## src/rtl/obi_to_axi4l_bridge.sv

```systemverilog
// OBI -> AXI4-Lite master, one outstanding transfer; response pulse 3 cycles after grant minimum.
// Backpressure: gnt only in IDLE; AXI valids hold until their own handshake; B/R accepted only in *_RESP.
module obi_to_axi4l_bridge #(
   parameter int unsigned ADDR_WIDTH = 32,
   parameter int unsigned DATA_WIDTH = 32,
   parameter logic [2:0]  AXI_PROT   = 3'b000
) (
   input  logic                    clk_i,
   input  logic                    rst_ni,
   input  logic                    obi_req_i,
   output logic                    obi_gnt_o,
   input  logic [ADDR_WIDTH-1:0]   obi_addr_i,
   input  logic                    obi_we_i,
   input  logic [DATA_WIDTH/8-1:0] obi_be_i,
   input  logic [DATA_WIDTH-1:0]   obi_wdata_i,
   output logic                    obi_rvalid_o,
   output logic [DATA_WIDTH-1:0]   obi_rdata_o,
   output logic                    obi_err_o,
   output logic [ADDR_WIDTH-1:0]   m_awaddr_o,
   output logic [2:0]              m_awprot_o,
   output logic                    m_awvalid_o,
   input  logic                    m_awready_i,
   output logic [DATA_WIDTH-1:0]   m_wdata_o,
   output logic [DATA_WIDTH/8-1:0] m_wstrb_o,
   output logic                    m_wvalid_o,
   input  logic                    m_wready_i,
   input  logic [1:0]              m_bresp_i,
   input  logic                    m_bvalid_i,
   output logic                    m_bready_o,
   output logic [ADDR_WIDTH-1:0]   m_araddr_o,
   output logic [2:0]              m_arprot_o,
   output logic                    m_arvalid_o,
   input  logic                    m_arready_i,
   input  logic [DATA_WIDTH-1:0]   m_rdata_i,
   input  logic [1:0]              m_rresp_i,
   input  logic                    m_rvalid_i,
   output logic                    m_rready_o
);

   typedef enum logic [2:0] {IDLE, WR, WR_RESP, RD_ADDR, RD_RESP} state_t;

   state_t                  state;
   logic [ADDR_WIDTH-1:0]   addr;
   logic [DATA_WIDTH/8-1:0] be;
   logic [DATA_WIDTH-1:0]   wdata;
   logic                    aw_left;
   logic                    w_left;
   logic                    unused_resp;

   // Only resp[1] distinguishes error from success.
   assign unused_resp = m_bresp_i[0] ^ m_rresp_i[0];

   assign obi_gnt_o  = rst_ni && (state == IDLE) && obi_req_i;
   assign m_awaddr_o = addr;
   assign m_araddr_o = addr;
   assign m_awprot_o = AXI_PROT;
   assign m_arprot_o = AXI_PROT;
   assign m_wdata_o  = wdata;
   assign m_wstrb_o  = be;

   always_comb begin
      aw_left = m_awvalid_o && !m_awready_i;
      w_left  = m_wvalid_o && !m_wready_i;
   end

   always_ff @(posedge clk_i) begin
      if (!rst_ni) begin
         state        <= IDLE;
         addr         <= '0;
         be           <= '0;
         wdata        <= '0;
         m_awvalid_o  <= 1'b0;
         m_wvalid_o   <= 1'b0;
         m_bready_o   <= 1'b0;
         m_arvalid_o  <= 1'b0;
         m_rready_o   <= 1'b0;
         obi_rvalid_o <= 1'b0;
         obi_err_o    <= 1'b0;
         obi_rdata_o  <= '0;
      end else begin
         obi_rvalid_o <= 1'b0;
         obi_err_o    <= 1'b0;
         case (state)
            IDLE: begin
               if (obi_gnt_o) begin
                  addr  <= obi_addr_i;
                  be    <= obi_be_i;
                  wdata <= obi_wdata_i;
                  if (obi_we_i) begin
                     state       <= WR;
                     m_awvalid_o <= 1'b1;
                     m_wvalid_o  <= 1'b1;
                  end else begin
                     state       <= RD_ADDR;
                     m_arvalid_o <= 1'b1;
                  end
               end
            end
            WR: begin
               // AW and W retire independently; a dropped valid marks its channel done.
               m_awvalid_o <= aw_left;
               m_wvalid_o  <= w_left;
               if (!aw_left && !w_left) begin
                  state      <= WR_RESP;
                  m_bready_o <= 1'b1;
               end
            end
            WR_RESP: begin
               if (m_bvalid_i) begin
                  state        <= IDLE;
                  m_bready_o   <= 1'b0;
                  obi_rvalid_o <= 1'b1;
                  obi_err_o    <= m_bresp_i[1];
                  obi_rdata_o  <= '0;
               end
            end
            RD_ADDR: begin
               if (m_arready_i) begin
                  state       <= RD_RESP;
                  m_arvalid_o <= 1'b0;
                  m_rready_o  <= 1'b1;
               end
            end
            RD_RESP: begin
               if (m_rvalid_i) begin
                  state        <= IDLE;
                  m_rready_o   <= 1'b0;
                  obi_rvalid_o <= 1'b1;
                  obi_err_o    <= m_rresp_i[1];
                  obi_rdata_o  <= m_rdata_i;
               end
            end
            default: state <= IDLE;
         endcase
      end
   end

endmodule

```

## config.mk

```make
export PLATFORM = sky130hd
export DESIGN_NAME = obi_to_axi4l_bridge
export DESIGN_NICKNAME = d
export VERILOG_FILES = /design/src/rtl/obi_to_axi4l_bridge.sv
export SDC_FILE = /design/constraint.sdc
export NUM_CORES = 1
export LEC_CHECK = 0
export CAP_MARGIN = 20
export CELL_PAD_IN_SITES_DETAIL_PLACEMENT = 1
export CELL_PAD_IN_SITES_GLOBAL_PLACEMENT = 1
export CORE_ASPECT_RATIO = 0.7
export CORE_MARGIN = 1.5
export CORE_UTILIZATION = 27
export CTS_CLUSTER_SIZE = 16
export DETAILED_ROUTE_END_ITERATION = 8
export GPL_TIMING_DRIVEN = 1
export PLACE_DENSITY_LB_ADDON = 0.1
export SYNTH_ARGS = -nofsm -noshare
export SYNTH_HDL_FRONTEND = slang
export SYNTH_SLANG_ARGS = --single-unit
```

## constraint.sdc

```tcl
create_clock -name clk_i -period 2.72 [get_ports clk_i]
set_input_delay 0.816 -clock clk_i [delete_from_list [all_inputs] [get_ports clk_i]]
set_output_delay 0.816 -clock clk_i [all_outputs]
set_load 0.02 [all_outputs]
```

; ---- Word-level counts from Yosys, hierarchy flattened
; Index checks and enable logic that the tools add are counted.
; Widths: inputs -> output; s select.
[op_classes]
n_eq_ne = 11
reduce_logical = 22
muxes = 30
[ops]
columns = cell, count
row1 = $mux 32, 2
row2 = $pmux 32 s2, 1
row3 = $mux 3, 5
row4 = $pmux 3 s5, 1
row5 = $ne 2x2->1 const B, 7
row6 = $pmux 1 s2, 7
row7 = $mux 1, 13
row8 = $reduce_and 3->1, 4
row9 = $reduce_bool 2->1, 5
row10 = $eq 3x2->1 const B, 2
row11 = $logic_and 1x1->1, 5
row12 = $reduce_and 5->1, 1
row13 = $logic_not 1->1, 4
row14 = $reduce_and 4->1, 1
row15 = $eq 3x1->1 const B, 1
row16 = $eq 3x3->1 const B, 1
row17 = $logic_not 3->1, 1
row18 = $mux 2, 1
row19 = $reduce_and 2->1, 1
[word_totals]
inputBits = 113
reg_bits = 110
output_inout_bits = 146
elab_cells = 75

; ---- Depth between registers and ports, before layout
; Gate-level depths: netlist of the first run.
[depth]
ltp_word = 6
ltp_mapped = 6
ltp_nobuf = 4

; ---- Least setup slack after synthesis of the first run
; OpenSTA, ideal clock, no wires.
[synth_timing]
path_kind = input to output
start = in rst_ni
end = out obi_gnt_o
arrival_time_ns = 1.765
t_required_ns = 1.904
cell_stages = 5
path_buffers = 2
setup_slack_ns = 0.139
cell_sequence = nand2b_4 > or4b_1 > buf_4 > buf_6 > clkinv_2
[synth_between]
elab_chain_cells = 2
[synth_lines]
columns = item, line_no
row1 = from (decl), 9  ; input logic rst_ni,
row2 = $logic_and 1x1->1 (2 in a row), 53  ; assign obi_gnt_o = rst_ni && (state == IDLE) && obi_req_i;
row3 = to (decl), 11  ; output logic obi_gnt_o,
; Every way passes these cells.

; ---- Worst setup path after layout of the first run
[layout_timing]
start = in obi_req_i
end = out obi_gnt_o
[layout_between]
elab_chain_cells = 1
[layout_lines]
columns = item, line_no
row1 = from (decl), 10  ; input logic obi_req_i,
row2 = $logic_and 1x1->1, 53
; Every way passes these cells.

==> run metrics, run 1 <==
num rows 40; DIE WIDTH 161 microns; CTS max path bufs 2; Die ar. 18,200 sq um; Synth Area in Compound Gates 2.27%; grt ovf 0; Hold Crit Class reg2reg; CTS Buf Count 9; Area after DPL 7180 sq um; total wire length 14,200 microns; Post-synth ARST share 0%; EDFF count, synth 0; fillcell total 1,961; r2r setup slk 0.56 ns; post-synthesis simple-gate area fraction 13.5%; normalized max-slew margin 48.1%; startpoint types input port; worst path arrival time 1.72 ns; Setup CP Type in2out; RR Startpoint state[2]; period utilisation layout 93.1%; number of H-tree levels 3; RSZ-0062 raised after global routing no; Final Hold Vio Count 0; Initial DRC Count 157; later-pin clock latency in the skew report 0.35 ns; CTS tree built; pre-CTS WS -0.547 ns; Synth top area share 47.0%; drt drc 0; Yosys cell types 32; Antenna Nets Post-Route 0; initial core utilization 27.5%; fin nets 842; yosys warns 0; IO buf count 250; largest area contributor in the netlist dfxtp_1; post-synthesis cell area 4690 sq um; pwr dens 553 nW/um^2; commonest cells in the netlist nand2_1 (137), dfxtp_1 (110), mux2i_1 (101), inv_1 (70), buf_4 (42); post-synthesis adder-cell area fraction 0%; worst clock skew 0.00555 ns; Max Slew Vio Count 0; largest net degree at the start of global routing 58; routed vias 3,993; DR WL/cell 14.7 microns; final setup vio count 0; leakage dissipation 3.51 nW; outcome finished clean; Cells after Synth 517; number of setup buffers added after CTS 0; hold path endpoint m_wdata_o[8]; hold path depth 2; floorplan core area 17,100 sq um; vias in the first global route 4,300; final instance area 7480 sq um; clock-pin slew on the worst setup and hold paths 0.07 ns; CP max FO 2; vias per cell 4.14; DR pass1 iterations 4; Hold Path Origin m_wdata_o[8]; layout cells sized above 1 4.77%; Top FF cell, synth dfxtp_1; hold_ws 0.459 ns; sequential share of the synthesized area 47.0%; RR Endpoint m_araddr_o[2]; Final GP Congestion 0.772; count leader, synth nand2_1; Crit. End Element primary output; Syn Area/Cell 9.07 sq um; area grow syn2layout 59.6%; cells on worst reg2reg path 5; IR Drop Worst-Case VDD 0.355 mV; WP data required 1.90 ns; post-DP HPWL 10,500 microns; Boundary Pins 259; first-pass GRT wire length 22,400 microns; Seq cells post-synth 110; TNS Setup 0 ns; post-synthesis xor/xnor area fraction 0%; Worst-Margin Slew 0.779 ns; Die Ht 113 microns; min cycle time layout 2.53 ns; clk root buf clkbuf_16; clk sinks 110; proportion of synthesized area in mux cells 21.6%; largest family of logic cells by synthesized area multiplexers; Max Clk Rate 0.395 GHz; Global Route Usage Sum 15.8%; Antenna diodes 0; initial antenna violation count 0; ranking of synthesized cells by area dfxtp_1 (47%), mux2i_1 (22%), nand2_1 (11%); Max-Cap Viols 0; Setup WS post-layout 0.188 ns
## flip-flops by register name, summed over array words and instances (netlist names)
name          count
obi_rvalid_o      1
m_araddr_o       32
obi_err_o         1
m_wvalid_o        1
m_wstrb_o         4
m_bready_o        1
m_arvalid_o       1
state             3
m_awvalid_o       1
m_wdata_o        32
m_rready_o        1
obi_rdata_o      32
## cells by family (layout without fill, tap and decap cells)
logic type / count (synthesis) / in the layout
flops: 110 / 110
mux: 101 / 101
compound gates: 14 / 14
buf+inv: 138 / 350
simple gates: 153 / 153
other cells: 1 / 6
## worst max-delay path by stage
stage	slack, ns	endpoint	cells past startpoint	from
after CTS	0.18	obi_gnt_o	4	obi_req_i
after floorplan	0.14	obi_gnt_o	5	rst_ni
final	0.19	obi_gnt_o	4	obi_req_i
after global placement	-0.56	obi_gnt_o	4	obi_req_i
after global routing	0.15	m_araddr_o[2]	5	obi_req_i
after detailed placement	-0.55	obi_gnt_o	4	obi_req_i
## worst max-delay path, stage by stage
cell,delay (ns)
dlygate4sd2_1,0.21
or4b_4,0.50
clkinv_4,0.08
buf_6,0.11
## report_power, final
| group | internal [mW] | switching, mW |
|---|---|---|
| Clock | 0.723 | 0.631 |
| Sequential | 1.72 | 0.0726 |
| Combinational | 0.523 | 0.465 |
## timing repair
item,CTS,global route
resized for setup,8,0
hold buffers,0,0
setup endpoints to repair,1,0
## layer usage
layer	vias up	GRT usage, %	share of wire, %
met1	1859	18.8	44
met2	140	27.1	47
met5	-	0	0
met4	0	3.93	0.91
met3	11	5.57	7.9
li1	1983	-	-
## area by class of cell
type | count | area (sq um) | area share [%]
clock buffers | 10 | 229 | 3.06
well taps | 231 | 289 | 3.86
multi-input cells | 274 | 1800 | 24.1
clock inverters | 6 | 68.8 | 0.919
inverters | 71 | 272 | 3.63
flip-flops and latches | 110 | 2200 | 29.4
repair buffers | 263 | 2620 | 35.0
## layout by cell type (no fill, tap or decap), types with 3 or more instances in the layout
cell and count:
clkdlybuf4s50_1 247, nand2_1 137, dfxtp_1 110, mux2i_1 101
inv_1 70, buf_4 12, clkbuf_16 9, conb_1 6
nand2b_1 3, nor2_1 3
## through the flow
step                      util (%)  cells  power, mW
after floorplan                  -    522       2.36
after global placement        42.1    949       2.81
after detailed placement      42.1    949       2.83
after CTS                     43.9    965       4.22
after global routing          43.9    965       4.33
final                         43.9    965       4.14
Note: power is estimated with default switching activity, not from simulation.
==> run 2, diff against run 1 <==
--- a/config.mk
+++ b/config.mk
@@ -16,2 +16,4 @@
 export GPL_TIMING_DRIVEN = 1
+export HOLD_SLACK_MARGIN = 0.06
+export MAX_ROUTING_LAYER = met4
 export PLACE_DENSITY_LB_ADDON = 0.1
--- a/constraint.sdc
+++ b/constraint.sdc
@@ -3,2 +3,2 @@
 set_output_delay 0.816 -clock clk_i [all_outputs]
-set_load 0.02 [all_outputs]
+set_load 0.1 [all_outputs]
==> run metrics, run 2 (synthesized netlist as in run 1, its figures left out) <==
Final GP Congestion 0.785 (was 0.772); Max Slew Vio Count 0 (unchanged); sw power 2.13 mW (was 1.17 mW); floorplan core area 17,100 sq um (unchanged); Area after DPL 6830 sq um (was 7180 sq um); grt ovf 0 (unchanged); largest net degree at the start of global routing 70 (was 58); later-pin clock latency in the skew report 0.35 ns (about the same); total wire length 13,900 microns (was 14,200 microns); Die Ht 113 microns (unchanged); commonest non-fill, non-tap cell in the layout buf_4 (was clkdlybuf4s50_1); Hold Buf Count CTS 0 (unchanged); switching share of power 43.0% (was 28.2%); sequential cell area 2200 sq um (unchanged); IO buf count 250 (unchanged); TNS Setup 0 ns (unchanged); normalized max-slew margin 64.9% (was 48.1%); outcome finished clean (unchanged); vias in the first global route 4,227 (was 4,300); Worst-Margin Slew 0.526 ns (was 0.779 ns); final setup vio count 0 (unchanged); fin nets 839 (was 842); layout cells sized above 1 23.1% (was 4.77%); Clock Power Share 25.2% (was 32.7%); Antenna Nets Post-Route 0 (unchanged); Crit. End Element primary output (unchanged); leakage dissipation 3.74 nW (was 3.51 nW); startpoint types input port (unchanged); vias per cell 4.15 (was 4.14); clk sinks 110 (unchanged); final instance area 7110 sq um (was 7480 sq um); RSZ-0062 raised after global routing no (unchanged); routed vias 3,997 (was 3,993); Sequential Power Share 36.5% (was 43.4%); Boundary Pins 259 (unchanged); Die ar. 18,200 sq um (unchanged); post-DP HPWL 10,300 microns (was 10,500 microns); DR pass1 iterations 3 (was 4); Antenna diodes 0 (unchanged); num rows 40 (unchanged); CTS max path bufs 2 (unchanged); DR WL/cell 14.5 microns (was 14.7 microns); clk root buf clkbuf_16 (unchanged); CTS tree built (unchanged); initial core utilization 27.5% (unchanged); worst clock skew 0.00984 ns (was 0.00555 ns); number of H-tree levels 3 (unchanged); min cycle time layout 2.59 ns (was 2.53 ns); Internal 2.82 mW (was 2.97 mW); initial antenna violation count 0 (unchanged); Initial DRC Count 135 (was 157); CTS Buf Count 9 (unchanged); hold_ws 0.460 ns (was 0.459 ns); DIE WIDTH 161 microns (unchanged); worst path arrival time 1.78 ns (was 1.72 ns); area of the multi-input gates 1800 sq um (unchanged); fillcell total 1,984 (was 1,961); WP data required 1.90 ns (about the same); Global Route Usage Sum 16.0% (was 15.8%); period utilisation layout 95.3% (was 93.1%); Max-Cap Viols 0 (unchanged); Hold Crit Class reg2reg (unchanged); commonest cells after routing, fill and taps aside buf_4 (147), nand2_1 (137), dfxtp_1 (110) (was clkdlybuf4s50_1 (247), nand2_1 (137), dfxtp_1 (110)); final core occ 41.7% (was 43.9%); combinational share of power 38.3% (was 23.9%); IR Drop Worst-Case VDD 0.271 mV (was 0.355 mV); clock-pin slew on the worst setup and hold paths 0.07 ns (about the same); pwr dens 696 nW/um^2 (was 553 nW/um^2); Max Clk Rate 0.386 GHz (was 0.395 GHz); first-pass GRT wire length 22,100 microns (was 22,400 microns); area grow syn2layout 51.7% (was 59.6%); Final Hold Vio Count 0 (unchanged); CP max FO 3 (was 2); Setup CP Type in2out (unchanged); drt drc 0 (unchanged)
run 2: changes by cell type in the layout (fill, tap and decap cells not counted):
cell and change:
buf_12 +1, clkdlybuf4s50_1 -139, inv_6 -1, clkbuf_1 +2
buf_16 +1, buf_4 +135, clkinv_2 -1, clkinvlp_4 +1
bufinv_16 -1, buf_6 -1
run 2: what timing repair did:
action | 4_1_cts | 5_1_grt
buffers inserted | 2 | 0
gates resized for setup | 1 | 0
endpoints found under the hold margin | 0 | 0
endpoints found under the setup margin | 1 | 0
run 2: area by class of cell:
| class | count | share of cell area [%] |
|---|---|---|
| repair buffers | 260 | 32.1 |
| flip-flops and latches | 110 | 31.0 |
| clock buffers | 12 | 3.32 |
| inverters | 71 | 3.82 |
| clock inverters | 4 | 0.457 |
| well taps | 231 | 4.06 |
| multi-input cells | 274 | 25.3 |
run 2: stage by stage:
stage	power (mW)	setup slack (ns)	cells
after floorplan	3.33	0.0586	522
after global placement	3.72	-0.161	943
after detailed placement	3.75	-0.156	944
after CTS	5.04	0.120	962
after global routing	5.15	0.0959	962
final	4.95	0.127	962
run 2: layer usage:
metal / vias to the layer above / global-route usage (%) / routed length [microns] / share of wire, %
met5: - / - / 0 / 0
met1: 1867 / 18.3 / 6220 / 45
met3: 12 / 4.73 / 895 / 6.4
met2: 138 / 27.2 / 6660 / 48
li1: 1980 / - / - / -
met4: 0 / 4.36 / 164 / 1.2
run 2: final timing paths:
kind,from,endpoint,slack [ns],depth (start not counted)
max,rst_ni,obi_gnt_o,0.13,5
min,m_wdata_o[22],m_wdata_o[22],0.46,2
max reg2reg,state[2],m_araddr_o[29],0.87,5
min reg2reg,m_wdata_o[22],m_wdata_o[22],0.46,2
run 2: worst max-delay path, stage by stage:
cell and delay [ns]:
buf_4 0.11, nand2b_4 0.05, or4b_4 0.55, clkinv_4 0.08, buf_12 0.16
run 2: power groups by stage:
stage | sequential [mW] | combinational, mW | clock, mW
5_1_grt | 1.83 | 1.96 | 1.37
2_1_floorplan | 2.61 | 0.726 | 0
3_5_place_dp | 1.85 | 1.90 | 0
6_report | 1.81 | 1.89 | 1.25
4_1_cts | 1.81 | 1.91 | 1.32
3_3_place_gp | 1.84 | 1.88 | 0
